--- src/rtl/reel_renderer.sv ---
// rtl/reel_renderer.sv - reel window renderer: frame-synchronous symbol commit and 3-stage sprite lookup
// Optional REEL_BORDER_EN adds a 2 px 12'hFC0 border around each reel window.
module reel_renderer #(
    parameter logic [9:0]  REEL_X0     = 10'd192,
    parameter logic [9:0]  REEL_PITCH  = 10'd96,
    parameter logic [9:0]  WIN_Y0      = 10'd152,
    parameter logic [9:0]  WIN_H       = 10'd176,
    parameter logic [10:0] STRIP_OFS   = 11'd120,
    parameter logic [11:0] REEL_BG     = 12'h222,
    parameter logic [11:0] TRANSPARENT = 12'hF0F
) (
    input  logic        clk,
    input  logic        rst_n,
    input  logic [8:0]  symbols,
    input  logic [47:0] symbols_y_coords,
    input  logic        symbols_valid,
    input  logic        frame_start,
    input  logic        video_on,
    input  logic [9:0]  pixel_x,
    input  logic [9:0]  pixel_y,
    output logic [14:0] rom_addr,
    input  logic [11:0] rom_data,
    output logic [11:0] rgb,
    output logic        rgb_hit
);

    logic [2:0]  in_sym   [3];
    logic [15:0] in_y     [3];
    logic [2:0]  pend_sym [3];
    logic [15:0] pend_y   [3];
    logic [2:0]  act_sym  [3];
    logic [15:0] act_y    [3];

    always_comb begin
        for (int i = 0; i < 3; i++) begin
            in_sym[i] = symbols[3*i +: 3];
            in_y[i]   = symbols_y_coords[16*i +: 16];
        end
    end

    // A strobe coinciding with frame_start bypasses pending straight into active.
    always_ff @(posedge clk or negedge rst_n) begin
        if (!rst_n) begin
            for (int i = 0; i < 3; i++) begin
                pend_sym[i] <= 3'd0;
                pend_y[i]   <= 16'd176;
                act_sym[i]  <= 3'd0;
                act_y[i]    <= 16'd176;
            end
        end else begin
            for (int i = 0; i < 3; i++) begin
                if (symbols_valid) begin
                    pend_sym[i] <= in_sym[i];
                    pend_y[i]   <= in_y[i];
                end
                if (frame_start) begin
                    act_sym[i] <= symbols_valid ? in_sym[i] : pend_sym[i];
                    act_y[i]   <= symbols_valid ? in_y[i]   : pend_y[i];
                end
            end
        end
    end

    logic [10:0] s_row;
    logic [10:0] left;
    logic        y_in;
    logic        in_win_c;
    logic        hit_c;
    logic [14:0] addr_c;
    logic        border_c;

    assign s_row = {1'b0, pixel_y} - {1'b0, WIN_Y0} + STRIP_OFS;
    assign y_in  = ({1'b0, pixel_y} >= {1'b0, WIN_Y0}) &&
                   ({1'b0, pixel_y} <  {1'b0, WIN_Y0} + {1'b0, WIN_H});

    // Walk reels high to low so the lowest index wins if windows overlap.
    always_comb begin
        in_win_c = 1'b0;
        hit_c    = 1'b0;
        addr_c   = 15'd0;
        left     = 11'd0;
        for (int i = 2; i >= 0; i--) begin
            left = {1'b0, REEL_X0} + 11'(i) * {1'b0, REEL_PITCH};
            if (video_on && y_in && ({1'b0, pixel_x} >= left) &&
                ({1'b0, pixel_x} < left + 11'd64)) begin
                in_win_c = 1'b1;
                hit_c    = ({6'd0, s_row} >= {1'b0, act_y[i]}) &&
                           ({6'd0, s_row} <  {1'b0, act_y[i]} + 17'd64);
                addr_c   = {act_sym[i], s_row[5:0] - act_y[i][5:0],
                            pixel_x[5:0] - left[5:0]};
            end
        end
    end

`ifdef REEL_BORDER_EN
    logic [11:0] bleft;
    logic        by_in;

    assign by_in = ({2'b0, pixel_y} + 12'd2 >= {2'b0, WIN_Y0}) &&
                   ({2'b0, pixel_y} <  {2'b0, WIN_Y0} + {2'b0, WIN_H} + 12'd2);

    always_comb begin
        border_c = 1'b0;
        bleft    = 12'd0;
        for (int i = 0; i < 3; i++) begin
            bleft = {2'b0, REEL_X0} + 12'(i) * {2'b0, REEL_PITCH};
            if (({2'b0, pixel_x} + 12'd2 >= bleft) && ({2'b0, pixel_x} < bleft + 12'd66))
                border_c = video_on && by_in && !in_win_c;
        end
    end
`else
    assign border_c = 1'b0;
`endif

    logic in_win1, hit1, border1;
    logic in_win2, hit2, border2;

    always_ff @(posedge clk or negedge rst_n) begin
        if (!rst_n) begin
            in_win1  <= 1'b0;
            hit1     <= 1'b0;
            border1  <= 1'b0;
            rom_addr <= 15'd0;
            in_win2  <= 1'b0;
            hit2     <= 1'b0;
            border2  <= 1'b0;
            rgb      <= 12'd0;
            rgb_hit  <= 1'b0;
        end else begin
            in_win1 <= in_win_c;
            hit1    <= in_win_c && hit_c;
            border1 <= border_c;
            if (in_win_c && hit_c)
                rom_addr <= addr_c;
            in_win2 <= in_win1;
            hit2    <= hit1;
            border2 <= border1;
            if (hit2) begin
                rgb     <= (rom_data == TRANSPARENT) ? REEL_BG : rom_data;
                rgb_hit <= 1'b1;
            end else if (in_win2) begin
                rgb     <= REEL_BG;
                rgb_hit <= 1'b1;
            end else if (border2) begin
                rgb     <= 12'hFC0;
                rgb_hit <= 1'b1;
            end else begin
                rgb     <= 12'd0;
                rgb_hit <= 1'b0;
            end
        end
    end

endmodule

--- config.mk ---
export PLATFORM = sky130hd
export DESIGN_NAME = reel_renderer
export DESIGN_NICKNAME = d
export VERILOG_FILES = /design/src/rtl/reel_renderer.sv
export SDC_FILE = /design/constraint.sdc
export NUM_CORES = 1
export LEC_CHECK = 0
export ABC_AREA = 1
export CORE_UTILIZATION = 50
export DETAILED_ROUTE_END_ITERATION = 8
export GPL_ROUTABILITY_DRIVEN = 0
export PLACE_DENSITY = 0.79
export SETUP_SLACK_MARGIN = 0.2
export SYNTH_ARGS = -nofsm -noshare
export SYNTH_HDL_FRONTEND = slang
export SYNTH_SLANG_ARGS = --single-unit
export TNS_END_PERCENT = 50
--- constraint.sdc ---
create_clock -name clk -period 2.1 [get_ports clk]
set_clock_uncertainty 0.1 [all_clocks]
set_input_delay 0.42 -clock clk [delete_from_list [all_inputs] [get_ports clk]]
set_output_delay 0.42 -clock clk [all_outputs]
set_load 0.01 [all_outputs]
==> flow_results.xml, run 1 <==
<?xml version="1.0" encoding="UTF-8"?>
<metrics>
  <group name="worst_hold_path">
    <metric name="hold_path.startpoint" unit="">in_win1</metric>
    <metric name="min_delay_path_depth" unit="">0</metric>
    <metric name="hold_path_end" unit="">in_win2</metric>
    <metric name="min_path_type" unit="">reg -&gt; reg</metric>
  </group>
  <group name="routing">
    <metric name="dr.pass1.iters" unit="">5</metric>
    <metric name="route.vias.total" unit="">6996</metric>
    <metric name="drcViolationCount" unit="">0</metric>
    <metric name="drt_iter0_markers" unit="">440</metric>
    <metric name="detail_route.wirelength" unit="mm">21.6</metric>
    <metric name="drtAntennaViolNets" unit="">0</metric>
    <metric name="post_drt_via_cell_ratio" unit="">5.14</metric>
    <metric name="wire_per_inst" unit="um">15.9</metric>
  </group>
  <group name="floorplanning">
    <metric name="design.die.area" unit="mm2">0.0167</metric>
    <metric name="core" unit="mm2">0.0158</metric>
    <metric name="die_height" unit="um">129</metric>
    <metric name="rows" unit="">46</metric>
    <metric name="initial_utilization" unit="%">51.2</metric>
    <metric name="design.portCount" unit="">122</metric>
    <metric name="die_span_x" unit="um">129</metric>
  </group>
  <group name="timing">
    <metric name="slew_hr" unit="%">63.8</metric>
    <metric name="final_setup_violations" unit="">16</metric>
    <metric name="rsz0062_at_grt" unit="">true</metric>
    <metric name="timing_hold_violations_final" unit="">0</metric>
    <metric name="worst_slew_pin_slew" unit="ps">542</metric>
    <metric name="setup_slack" unit="ps">-427</metric>
    <metric name="final.period_utilization" unit="%">120</metric>
    <metric name="min_period" unit="ps">2530</metric>
    <metric name="max_freq" unit="GHz">0.396</metric>
    <metric name="slew_viol_final" unit="">0</metric>
    <metric name="total_negative_setup_slacks" unit="ps">-6210</metric>
    <metric name="fin_hold_ws" unit="ps">251</metric>
  </group>
  <group name="placement">
    <metric name="port_buffers" unit="">121</metric>
    <metric name="placed_cells_incl_taps" unit="">1312</metric>
    <metric name="place.detailed.hpwl" unit="mm">14.4</metric>
  </group>
  <group name="critical_path">
    <metric name="sort_of_element_at_the_end_of_the_critical_path" unit="">register</metric>
    <metric name="critical-path-top-delay-family" unit="">buffers and inverters</metric>
    <metric name="crit_path_buf_inv_count" unit="">8</metric>
    <metric name="timing.reg2reg.setup_slack" unit="ps">-370</metric>
    <metric name="critical-path-top-cell-by-count" unit="">buf_6</metric>
    <metric name="critical_path.startpoint_type" unit="">input port</metric>
    <metric name="crit_type" unit="">in -&gt; reg</metric>
    <metric name="regToRegEndpoint" unit="">rom_addr[8]</metric>
    <metric name="critPathMaxStageDelay" unit="ps">270</metric>
    <metric name="worstPathArrival" unit="ps">2750</metric>
    <metric name="worstRegToRegCells" unit="">16</metric>
    <metric name="cp_max_fo" unit="">7</metric>
    <metric name="timing.critical_path.slowest_stage_cell" unit="">dlygate4sd2_1</metric>
    <metric name="timing.critical_path.required" unit="ps">2320</metric>
    <metric name="worst_r2r_startpoint" unit="">act_y[7]</metric>
    <metric name="worstPathCellList" unit="">dlygate4sd2_1 -&gt; inv_2 -&gt; buf_4 -&gt; nand3_4 -&gt; xor2_2 -&gt; buf_6 -&gt; ha_4 -&gt; buf_6 -&gt; nand4_1 -&gt; nor2_2 -&gt; nand2_1 -&gt; nand3_1 -&gt; nand2_1 -&gt; clkinv_2 -&gt; nand2_4 -&gt; buf_6 -&gt; nand3_4 -&gt; nand2_2 -&gt; nand2_2 -&gt; inv_2</metric>
  </group>
  <group name="final_layout">
    <metric name="insertedDiodeCount" unit="">0</metric>
    <metric name="layout-area-overhead-vs-synth" unit="%">42.9</metric>
    <metric name="layoutNonFillerInstCount" unit="">1362</metric>
    <metric name="final_util" unit="%">73.1</metric>
    <metric name="share_of_layout_cells_above_drive_strength_1" unit="%">29.7</metric>
    <metric name="layout.nets" unit="">1282</metric>
  </group>
  <group name="grt">
    <metric name="global_route.overflow_total" unit="">0</metric>
    <metric name="antenna_found_initial" unit="">0</metric>
    <metric name="grt_start_max_net_pins" unit="">62</metric>
    <metric name="grt_pass1_wl" unit="mm">34.7</metric>
    <metric name="global_route.usage.total" unit="%">27.4</metric>
    <metric name="grt_pass1_vias" unit="">7325</metric>
  </group>
  <group name="pwr">
    <metric name="cellLeakagePower" unit="nW">5.63</metric>
    <metric name="power.ir.vdd_worst" unit="mV">0.556</metric>
    <metric name="pwr_density_cell" unit="mW/mm2">741</metric>
  </group>
  <group name="yosys">
    <metric name="seq_area_frac_synth" unit="%">45.4</metric>
    <metric name="synth-warning-count" unit="">0</metric>
    <metric name="number_of_synthesized_flops_with_an_enable_pin" unit="">0</metric>
    <metric name="synth_most_common_cell" unit="">nand2_1</metric>
    <metric name="post_synth_num_cell_types" unit="">45</metric>
    <metric name="synth.area.top_cells" unit="">dfrtp_1 (40%), nand2_1 (8.5%), mux2_2 (8.3%), ha_1 (8.0%), inv_1 (6.6%)</metric>
    <metric name="yosys-top-cells-count" unit="">nand2_1 (183), inv_1 (143), dfrtp_1 (128)</metric>
    <metric name="post-synth-top-area-fraction" unit="%">39.5</metric>
    <metric name="synth.ff_latch_count" unit="">146</metric>
    <metric name="postSynthNetCount" unit="">1054</metric>
    <metric name="synth-async-reset-ratio" unit="%">100</metric>
    <metric name="synth_ff_type" unit="">dfrtp_1</metric>
    <metric name="post_synth.cell_area_avg" unit="um2">8.95</metric>
    <metric name="synthesis.area" unit="mm2">0.00810</metric>
    <metric name="syn-instance-count" unit="">905</metric>
    <metric name="synth.largest_area_cell" unit="">dfrtp_1</metric>
  </group>
  <group name="status">
    <metric name="status" unit="">finished with violations</metric>
    <metric name="failed_checks" unit="">negative setup slack</metric>
  </group>
  <group name="clock_network">
    <metric name="cts_buffers" unit="">17</metric>
    <metric name="ctsRootBufferMaster" unit="">clkbuf_16</metric>
    <metric name="ctsLongestPathBuffers" unit="">2</metric>
    <metric name="cts_tree" unit="">done</metric>
    <metric name="clk_transition_reported_paths" unit="ps">60</metric>
    <metric name="htree_levels" unit="">4</metric>
    <metric name="clock_insertion_delay_worst_skew" unit="ps">430</metric>
    <metric name="clkSinkCount" unit="">146</metric>
  </group>
  <group name="job">
    <metric name="cap_viol_max_count" unit="">0</metric>
  </group>
</metrics>
[per-stage QoR]
stage,setup slack [ps],instance area [um2],total power [mW]
after floorplan,-365,8170,4.38
after CTS,-282,11400,8.49
after global routing,-526,11600,9.01
final,-427,11600,8.58
after global placement,-1110,10300,5.20
after detailed placement,-1170,10300,5.27
[state kept, by name (all words and copies together), names as in the netlist]
register / cells
in_win1: 1
rom_addr: 15
act_y: 48
pend_sym: 9
rgb: 12
act_sym: 9
pend_y: 48
in_win2: 1
rgb_hit: 1
hit2: 1
hit1: 1
[worst max-delay path by stage]
stage	start	end	depth (start not counted)
detailed placement	pixel_y[5]	rom_addr[2]	18
global route	pixel_y[7]	rom_addr[9]	19
CTS	act_y[7]	rom_addr[13]	14
floorplan	pixel_y[5]	rom_addr[5]	18
global placement	pixel_y[6]	rom_addr[9]	20
finish	pixel_y[7]	rom_addr[8]	20
[cell families after synthesis]
kind of cell,synth area share (%)
compound gates,7.51
fa+ha+maj,8.77
mux,8.34
xor+xnor,1.84
buf+inv,8.74
flops,45.4
simple gates,19.4
[where the power goes]
group / switching, mW / internal, mW / total (mW)
clock: 1.21 / 1.85 / 3.06
sequential: 0.130 / 3.12 / 3.26
combinational: 1.15 / 1.11 / 2.26
total: 2.49 / 6.09 / 8.58
[per-layer routing]
layer | GRT usage [%] | part of all wire [%]
met5 | 0 | 0
met4 | 15.3 | 4.0
met3 | 5.57 | 4.8
met2 | 46.6 | 49
met1 | 32.6 | 42
[repair_timing]
action	in CTS	in global routing
buffers inserted	10	3
endpoints found under the hold margin	29	0
endpoints found under the setup margin	17	28
resized for setup	72	45
pin swaps	36	29
hold buffers	1	0
gates cloned	4	0
[layout by cell type (no fill, tap or decap), types with 5 or more instances in the layout]
master / synthesis / layout
nand2_1: 183 / 166
nor2_2: 1 / 5
nand4_1: 31 / 31
nand3_2: 5 / 7
buf_6: 0 / 13
mux2_2: 60 / 60
dfstp_2: 18 / 18
nor2_1: 44 / 40
clkbuf_16: 0 / 17
a21oi_1: 29 / 26
buf_4: 2 / 86
dlymetal6s2s_1: 0 / 11
ha_4: 0 / 19
clkdlybuf4s50_1: 0 / 98
dfrtp_1: 128 / 128
ha_1: 52 / 32
inv_1: 143 / 130
nand2_2: 13 / 30
buf_12: 0 / 9
o21ai_0: 63 / 63
dlygate4sd2_1: 0 / 6
xor2_1: 13 / 11
inv_2: 11 / 21
nand3_1: 30 / 27
[layout make-up]
class / instances / area (um2)
inverter: 158 / 632
tap: 216 / 270
clock buffer: 21 / 470
multi-input combinational: 578 / 4120
fill: 1072 / 4250
sequential: 146 / 3680
clock inverter: 11 / 126
timing repair buffer: 232 / 2280
Note: power is estimated with default switching activity, not from simulation.
==> run 2: changes to the inputs <==
- GPL_TIMING_DRIVEN: default -> 0
==> run 2 against run 1 <==
  * The run still ends with negative setup slack left
  * Worst setup slack worse by 44 ps
  * Cell count is 4.9% lower
  * Highest routed layer unchanged
  * Die area stayed put
  * Core utilization is 4.5 points lower
  * Critical endpoint is now rom_addr[7]
==> flow_results.xml, run 2 (synthesis gave the netlist of run 1 again) <==
<?xml version="1.0" encoding="UTF-8"?>
<metrics>
  <group name="job">
    <metric name="cap_viol_max_count" unit="">0</metric>
  </group>
  <group name="final_layout">
    <metric name="top_regs" unit="">act_y x48, pend_y x48, rom_addr x15</metric>
    <metric name="insertedDiodeCount" unit="">0</metric>
    <metric name="layoutNonFillerInstCount" unit="">1295</metric>
    <metric name="most_frequent_standard_cell_in_the_layout_excluding_fill_and_tap_cells" unit="">nand2_1</metric>
    <metric name="layout-area-overhead-vs-synth" unit="%">34.2</metric>
    <metric name="layout.nets" unit="">1217</metric>
    <metric name="filler_cells" unit="">1191</metric>
    <metric name="layout.cells.most_common_list" unit="">nand2_1 (172), inv_1 (136), dfrtp_1 (127), clkdlybuf4s50_1 (103), o21ai_0 (63)</metric>
    <metric name="final_util" unit="%">68.7</metric>
    <metric name="share_of_layout_cells_above_drive_strength_1" unit="%">22.2</metric>
  </group>
  <group name="placement">
    <metric name="place.detailed.hpwl" unit="mm">13.9</metric>
    <metric name="port_buffers" unit="">119</metric>
    <metric name="placed_cells_incl_taps" unit="">1241</metric>
  </group>
  <group name="pwr">
    <metric name="cellLeakagePower" unit="nW">5.22</metric>
    <metric name="pwr_density_cell" unit="mW/mm2">768</metric>
    <metric name="fin_total_pwr" unit="mW">8.34</metric>
    <metric name="power.combinational.fraction" unit="%">23.5</metric>
    <metric name="switching_power_of_the_nets" unit="mW">2.39</metric>
    <metric name="power.ir.vdd_worst" unit="mV">0.626</metric>
    <metric name="share_seq_of_total_power" unit="%">39.0</metric>
    <metric name="power.share.switching" unit="%">28.6</metric>
    <metric name="cellInternalPower" unit="mW">5.95</metric>
    <metric name="clock_power_share" unit="%">37.4</metric>
  </group>
  <group name="critical_path">
    <metric name="setup.worst_path.start" unit="">act_y[7]</metric>
    <metric name="timing.critical_path.required" unit="ps">2380</metric>
    <metric name="crit_type" unit="">reg -&gt; reg</metric>
    <metric name="worst_r2r_startpoint" unit="">act_y[7]</metric>
    <metric name="critical_path.startpoint_type" unit="">register</metric>
    <metric name="worstPathArrival" unit="ps">2850</metric>
    <metric name="timing.reg2reg.setup_slack" unit="ps">-470</metric>
    <metric name="cp_max_fo" unit="">5</metric>
    <metric name="sort_of_element_at_the_end_of_the_critical_path" unit="">register</metric>
  </group>
  <group name="worst_hold_path">
    <metric name="hold_path.startpoint" unit="">in_win1</metric>
    <metric name="min_path_type" unit="">reg -&gt; reg</metric>
  </group>
  <group name="routing">
    <metric name="wire_per_inst" unit="um">15.5</metric>
    <metric name="route.vias.total" unit="">6764</metric>
    <metric name="drtAntennaViolNets" unit="">0</metric>
    <metric name="post_drt_via_cell_ratio" unit="">5.22</metric>
    <metric name="detail_route.wirelength" unit="mm">20.1</metric>
    <metric name="drt_iter0_markers" unit="">451</metric>
    <metric name="dr.pass1.iters" unit="">5</metric>
    <metric name="drcViolationCount" unit="">0</metric>
  </group>
  <group name="timing">
    <metric name="min_period" unit="ps">2570</metric>
    <metric name="setup_slack" unit="ps">-471</metric>
    <metric name="final_setup_violations" unit="">16</metric>
    <metric name="max_freq" unit="GHz">0.389</metric>
    <metric name="final.period_utilization" unit="%">122</metric>
    <metric name="worst_slew_pin_slew" unit="ps">673</metric>
    <metric name="slew_hr" unit="%">55.1</metric>
    <metric name="total_negative_setup_slacks" unit="ps">-7110</metric>
    <metric name="rsz0062_at_grt" unit="">true</metric>
    <metric name="fin_hold_ws" unit="ps">251</metric>
    <metric name="slew_viol_final" unit="">0</metric>
    <metric name="timing_hold_violations_final" unit="">0</metric>
  </group>
  <group name="status">
    <metric name="status" unit="">finished with violations</metric>
    <metric name="failed_checks" unit="">negative setup slack</metric>
  </group>
  <group name="grt">
    <metric name="grt_start_max_net_pins" unit="">97</metric>
    <metric name="grt_pass1_wl" unit="mm">32.7</metric>
    <metric name="grt_pass1_vias" unit="">6873</metric>
    <metric name="antenna_found_initial" unit="">0</metric>
    <metric name="global_route.overflow_total" unit="">0</metric>
    <metric name="global_route.usage.total" unit="%">25.9</metric>
  </group>
  <group name="clock_network">
    <metric name="htree_levels" unit="">4</metric>
    <metric name="clkSinkCount" unit="">146</metric>
    <metric name="cts_tree" unit="">done</metric>
    <metric name="clock_insertion_delay_worst_skew" unit="ps">440</metric>
    <metric name="cts_buffers" unit="">17</metric>
    <metric name="clk_transition_reported_paths" unit="ps">60</metric>
    <metric name="ctsLongestPathBuffers" unit="">2</metric>
    <metric name="ctsRootBufferMaster" unit="">clkbuf_16</metric>
  </group>
  <group name="floorplanning">
    <metric name="initial_utilization" unit="%">51.2</metric>
    <metric name="design.die.area" unit="mm2">0.0167</metric>
    <metric name="die_height" unit="um">129</metric>
    <metric name="core" unit="mm2">0.0158</metric>
    <metric name="design.portCount" unit="">122</metric>
    <metric name="rows" unit="">46</metric>
    <metric name="die_span_x" unit="um">129</metric>
  </group>
</metrics>
## run 2: changes by cell type in the layout (fill, tap and decap cells not counted), moves of 6 or more
cell      change
buf_4        -69
buf_6         -8
clkbuf_1     +15
inv_1         +6
inv_2         -7
nand2_1       +6
nand2_2      -10
## run 2: final cells by class
class,instances,area (um2),area share (%)
Clock buffer,19,453,4.17
Inverter,158,629,5.79
Clock inverter,11,153,1.40
Multi-Input combinational cell,577,4080,37.5
Sequential cell,146,3680,33.8
Tap cell,216,270,2.49
Timing Repair Buffer,144,1480,13.6
Buffer,24,129,1.19
## run 2: power by group through the flow
stage               Combinational (mW)  Clock, mW  Sequential (mW)
finish                            1.96       3.12             3.26
global route                      2.20       3.28             3.29
CTS                               1.86       3.17             3.26
detailed placement                1.72          0             3.29
global placement                  1.67          0             3.29
floorplan                         1.10          0             3.28
## run 2: repair_timing
item / 4_1_cts / 5_1_grt
resized for setup: 66 / 29
gates cloned: 2 / 0
buffers inserted: 20 / 1
hold buffers: 1 / 0
pin swaps: 18 / 12
hold endpoints to repair: 38 / 0
endpoints found under the setup margin: 16 / 21
## run 2: final timing paths
| check | cells after the start | end |
|---|---|---|
| hold / removal | 0 | in_win2 |
| min in group asynchronous | 2 | pend_y[25] |
| setup / recovery | 16 | rom_addr[7] |
| hold reg to reg | 0 | in_win2 |
| max in group asynchronous | 3 | act_sym[2] |
| setup reg to reg | 16 | rom_addr[7] |
## run 2: worst max-delay path, cell delays in order (launching register included)
cell and delay (ps):
dfstp_2 550, ha_2 210, xnor2_2 100, ha_4 290, nand2_1 80, o21a_1 210, nand2_1 110, nand2_1 60
nand2_1 70, nand2_2 80, nand2_4 120, nand3_4 110, buf_12 150, buf_12 130, nand2_4 50, nand2_2 50
inv_2 40
## run 2: per-stage QoR
stage	area (um2)	worst slack (ps)
after CTS	10700	-370
final	10900	-471
after detailed placement	9660	-1420
after global placement	9630	-5150
after global routing	10900	-579
after floorplan	8170	-365
## run 2: layer usage
layer  up-vias  global-route usage (%)  part of all wire, %
met5         -                       0                    0
met4         0                    13.2                  3.7
met3        60                    5.33                  5.5
met2       241                    43.6                   49
met1      3216                    31.5                   42
li1       3247                       -                    -
==> run 3: changes to the inputs <==
- CORE_UTILIZATION: 50 -> 55
- PLACE_DENSITY: 0.79 -> 0.82
- clock period: 2.1 -> 2.6 ns (I/O delays scaled with it)
==> run 3 against run 2 <==
  * The run still ends with negative setup slack left
  * Sequential power shrank 19%
  * Non-clock buffer count grew 20
  * Die area shrank 8.9%
==> flow_results.xml, run 3 (synthesis gave the netlist of run 1 again) <==
<?xml version="1.0" encoding="UTF-8"?>
<metrics>
  <group name="status">
    <metric name="status" unit="">finished with violations</metric>
    <metric name="failed_checks" unit="">negative setup slack</metric>
  </group>
  <group name="grt">
    <metric name="grt_pass1_wl" unit="mm">34.0</metric>
    <metric name="global_route.overflow_total" unit="">0</metric>
    <metric name="antenna_found_initial" unit="">1</metric>
    <metric name="grt_pass1_vias" unit="">7225</metric>
    <metric name="global_route.usage.total" unit="%">29.7</metric>
    <metric name="grt_start_max_net_pins" unit="">82</metric>
  </group>
  <group name="final_layout">
    <metric name="layout.cells.most_common_list" unit="">nand2_1 (167), inv_1 (133), dfrtp_1 (125), clkdlybuf4s50_1 (108), o21ai_0 (63)</metric>
    <metric name="layout.nets" unit="">1237</metric>
    <metric name="top_regs" unit="">act_y x48, pend_y x48, rom_addr x15</metric>
    <metric name="layout-area-overhead-vs-synth" unit="%">37.4</metric>
    <metric name="most_frequent_standard_cell_in_the_layout_excluding_fill_and_tap_cells" unit="">nand2_1</metric>
    <metric name="share_of_layout_cells_above_drive_strength_1" unit="%">26.8</metric>
  </group>
  <group name="routing">
    <metric name="wire_per_inst" unit="um">18.3</metric>
    <metric name="post_drt_via_cell_ratio" unit="">5.68</metric>
    <metric name="drtAntennaViolNets" unit="">0</metric>
    <metric name="drt_iter0_markers" unit="">662</metric>
    <metric name="detail_route.wirelength" unit="mm">23.5</metric>
    <metric name="dr.pass1.iters" unit="">7</metric>
    <metric name="drcViolationCount" unit="">0</metric>
    <metric name="route.vias.total" unit="">7281</metric>
  </group>
  <group name="critical_path">
    <metric name="cp_max_fo" unit="">6</metric>
    <metric name="crit_type" unit="">in -&gt; reg</metric>
    <metric name="sort_of_element_at_the_end_of_the_critical_path" unit="">register</metric>
    <metric name="critical_path.startpoint_type" unit="">input port</metric>
    <metric name="worstRegToRegCells" unit="">18</metric>
    <metric name="regToRegEndpoint" unit="">rom_addr[11]</metric>
    <metric name="timing.critical_path.required" unit="ps">2870</metric>
    <metric name="worst_r2r_startpoint" unit="">act_y[4]</metric>
    <metric name="timing.reg2reg.setup_slack" unit="ps">-70</metric>
    <metric name="worstPathArrival" unit="ps">2980</metric>
  </group>
  <group name="job">
    <metric name="cap_viol_max_count" unit="">0</metric>
  </group>
  <group name="clock_network">
    <metric name="ctsLongestPathBuffers" unit="">2</metric>
    <metric name="clock_insertion_delay_worst_skew" unit="ps">440</metric>
    <metric name="ctsRootBufferMaster" unit="">clkbuf_16</metric>
    <metric name="clkSinkCount" unit="">146</metric>
    <metric name="htree_levels" unit="">4</metric>
    <metric name="clk_transition_reported_paths" unit="ps">60</metric>
    <metric name="cts_tree" unit="">done</metric>
    <metric name="cts_buffers" unit="">17</metric>
  </group>
  <group name="pwr">
    <metric name="cellLeakagePower" unit="nW">5.30</metric>
    <metric name="power.ir.vdd_worst" unit="mV">0.588</metric>
    <metric name="fin_total_pwr" unit="mW">6.85</metric>
    <metric name="pwr_density_cell" unit="mW/mm2">616</metric>
  </group>
  <group name="timing">
    <metric name="fin_hold_ws" unit="ps">268</metric>
    <metric name="min_period" unit="ps">2710</metric>
    <metric name="slew_viol_final" unit="">0</metric>
    <metric name="setup_slack" unit="ps">-107</metric>
    <metric name="slew_hr" unit="%">48.9</metric>
    <metric name="max_freq" unit="GHz">0.369</metric>
    <metric name="rsz0062_at_grt" unit="">true</metric>
    <metric name="timing_hold_violations_final" unit="">0</metric>
    <metric name="worst_slew_pin_slew" unit="ps">767</metric>
    <metric name="final.period_utilization" unit="%">104</metric>
    <metric name="final_setup_violations" unit="">14</metric>
  </group>
  <group name="floorplanning">
    <metric name="die_height" unit="um">123</metric>
    <metric name="core" unit="mm2">0.0141</metric>
    <metric name="die_span_x" unit="um">123</metric>
    <metric name="initial_utilization" unit="%">57.5</metric>
    <metric name="rows" unit="">43</metric>
    <metric name="design.portCount" unit="">122</metric>
    <metric name="design.die.area" unit="mm2">0.0152</metric>
  </group>
  <group name="placement">
    <metric name="place.detailed.hpwl" unit="mm">13.6</metric>
    <metric name="pre_cts_slack" unit="ps">-1030</metric>
    <metric name="port_buffers" unit="">119</metric>
  </group>
  <group name="worst_hold_path">
    <metric name="hold_path_end" unit="">hit2</metric>
    <metric name="min_path_type" unit="">reg -&gt; reg</metric>
    <metric name="hold_path.startpoint" unit="">hit1</metric>
    <metric name="min_delay_path_depth" unit="">0</metric>
  </group>
</metrics>
run 3: cell types whose count changed in the layout (fill, tap and decap cells not counted), moves of 7 or more:
cell     delta
buf_4      +22
ha_1       -10
ha_4       +10
nand2_2     +7
run 3: per-layer routing:
metal	GRT usage, %	wire, um
met4	18.4	1500
met1	34.6	8920
met5	0	0
met3	7.15	1890
met2	49.5	11200
run 3: through the flow:
stage	instances	area (um2)	util [%]	setup TNS [ps]
after global routing	1282	11100	79.0	-1620
final	1282	11100	79.0	-1000
after detailed placement	1205	9620	68.2	-15180
after global placement	1204	9590	68.0	-674420
after CTS	1270	10800	76.5	0
after floorplan	905	8170	-	0
run 3: how the worst max path moves through the flow:
stage / from / end / slack [ps] / depth (start not counted)
2_1_floorplan: pixel_y[5] / rom_addr[5] / 30 / 18
3_3_place_gp: rst_n / pend_y[10] / -4750 / 1
3_5_place_dp: pixel_y[5] / rom_addr[7] / -1030 / 19
4_1_cts: act_y[23] / rom_addr[8] / 120 / 19
5_1_grt: act_y[39] / rom_addr[6] / -150 / 14
6_report: pixel_y[3] / rom_addr[11] / -110 / 18
run 3: what timing repair did:
item / 4_1_cts / 5_1_grt
setup buffers: 31 / 11
setup endpoints to repair: 16 / 16
hold buffers: 1 / 0
resized for setup: 84 / 58
endpoints found under the hold margin: 14 / 0
pin swaps: 26 / 34
gates cloned: 1 / 0
run 3: worst max-delay path: stages:
cell and delay (ps):
dlygate4sd2_1 370, ha_1 500, nand2_1 110, nor2_1 190, nand2_1 130, nand3_2 100, nand2_1 70, nand2_1 90
nand2_1 70, nand2_1 70, nand2_2 90, nand2_4 120, nand3_4 110, buf_12 140, buf_16 130, nand2_2 50
nand2_1 50, inv_1 50
run 3: area by class of cell:
cell class | count | area [um2]
well taps | 180 | 225
repair buffers | 164 | 1630
clock buffers | 20 | 447
clock inverters | 12 | 105
multi-input cells | 577 | 4290
inverters | 158 | 638
flip-flops and latches | 146 | 3680
fillers | 857 | 2960
diodes | 1 | 2.50
plain buffers | 24 | 120
run 3: report_power, final:
part           leakage [nW]  total, mW  internal, mW  switching [mW]
Sequential             1.70       2.64          2.52           0.120
Combinational          3.32       1.85         0.848            1.00
Clock                 0.271       2.36          1.34            1.02
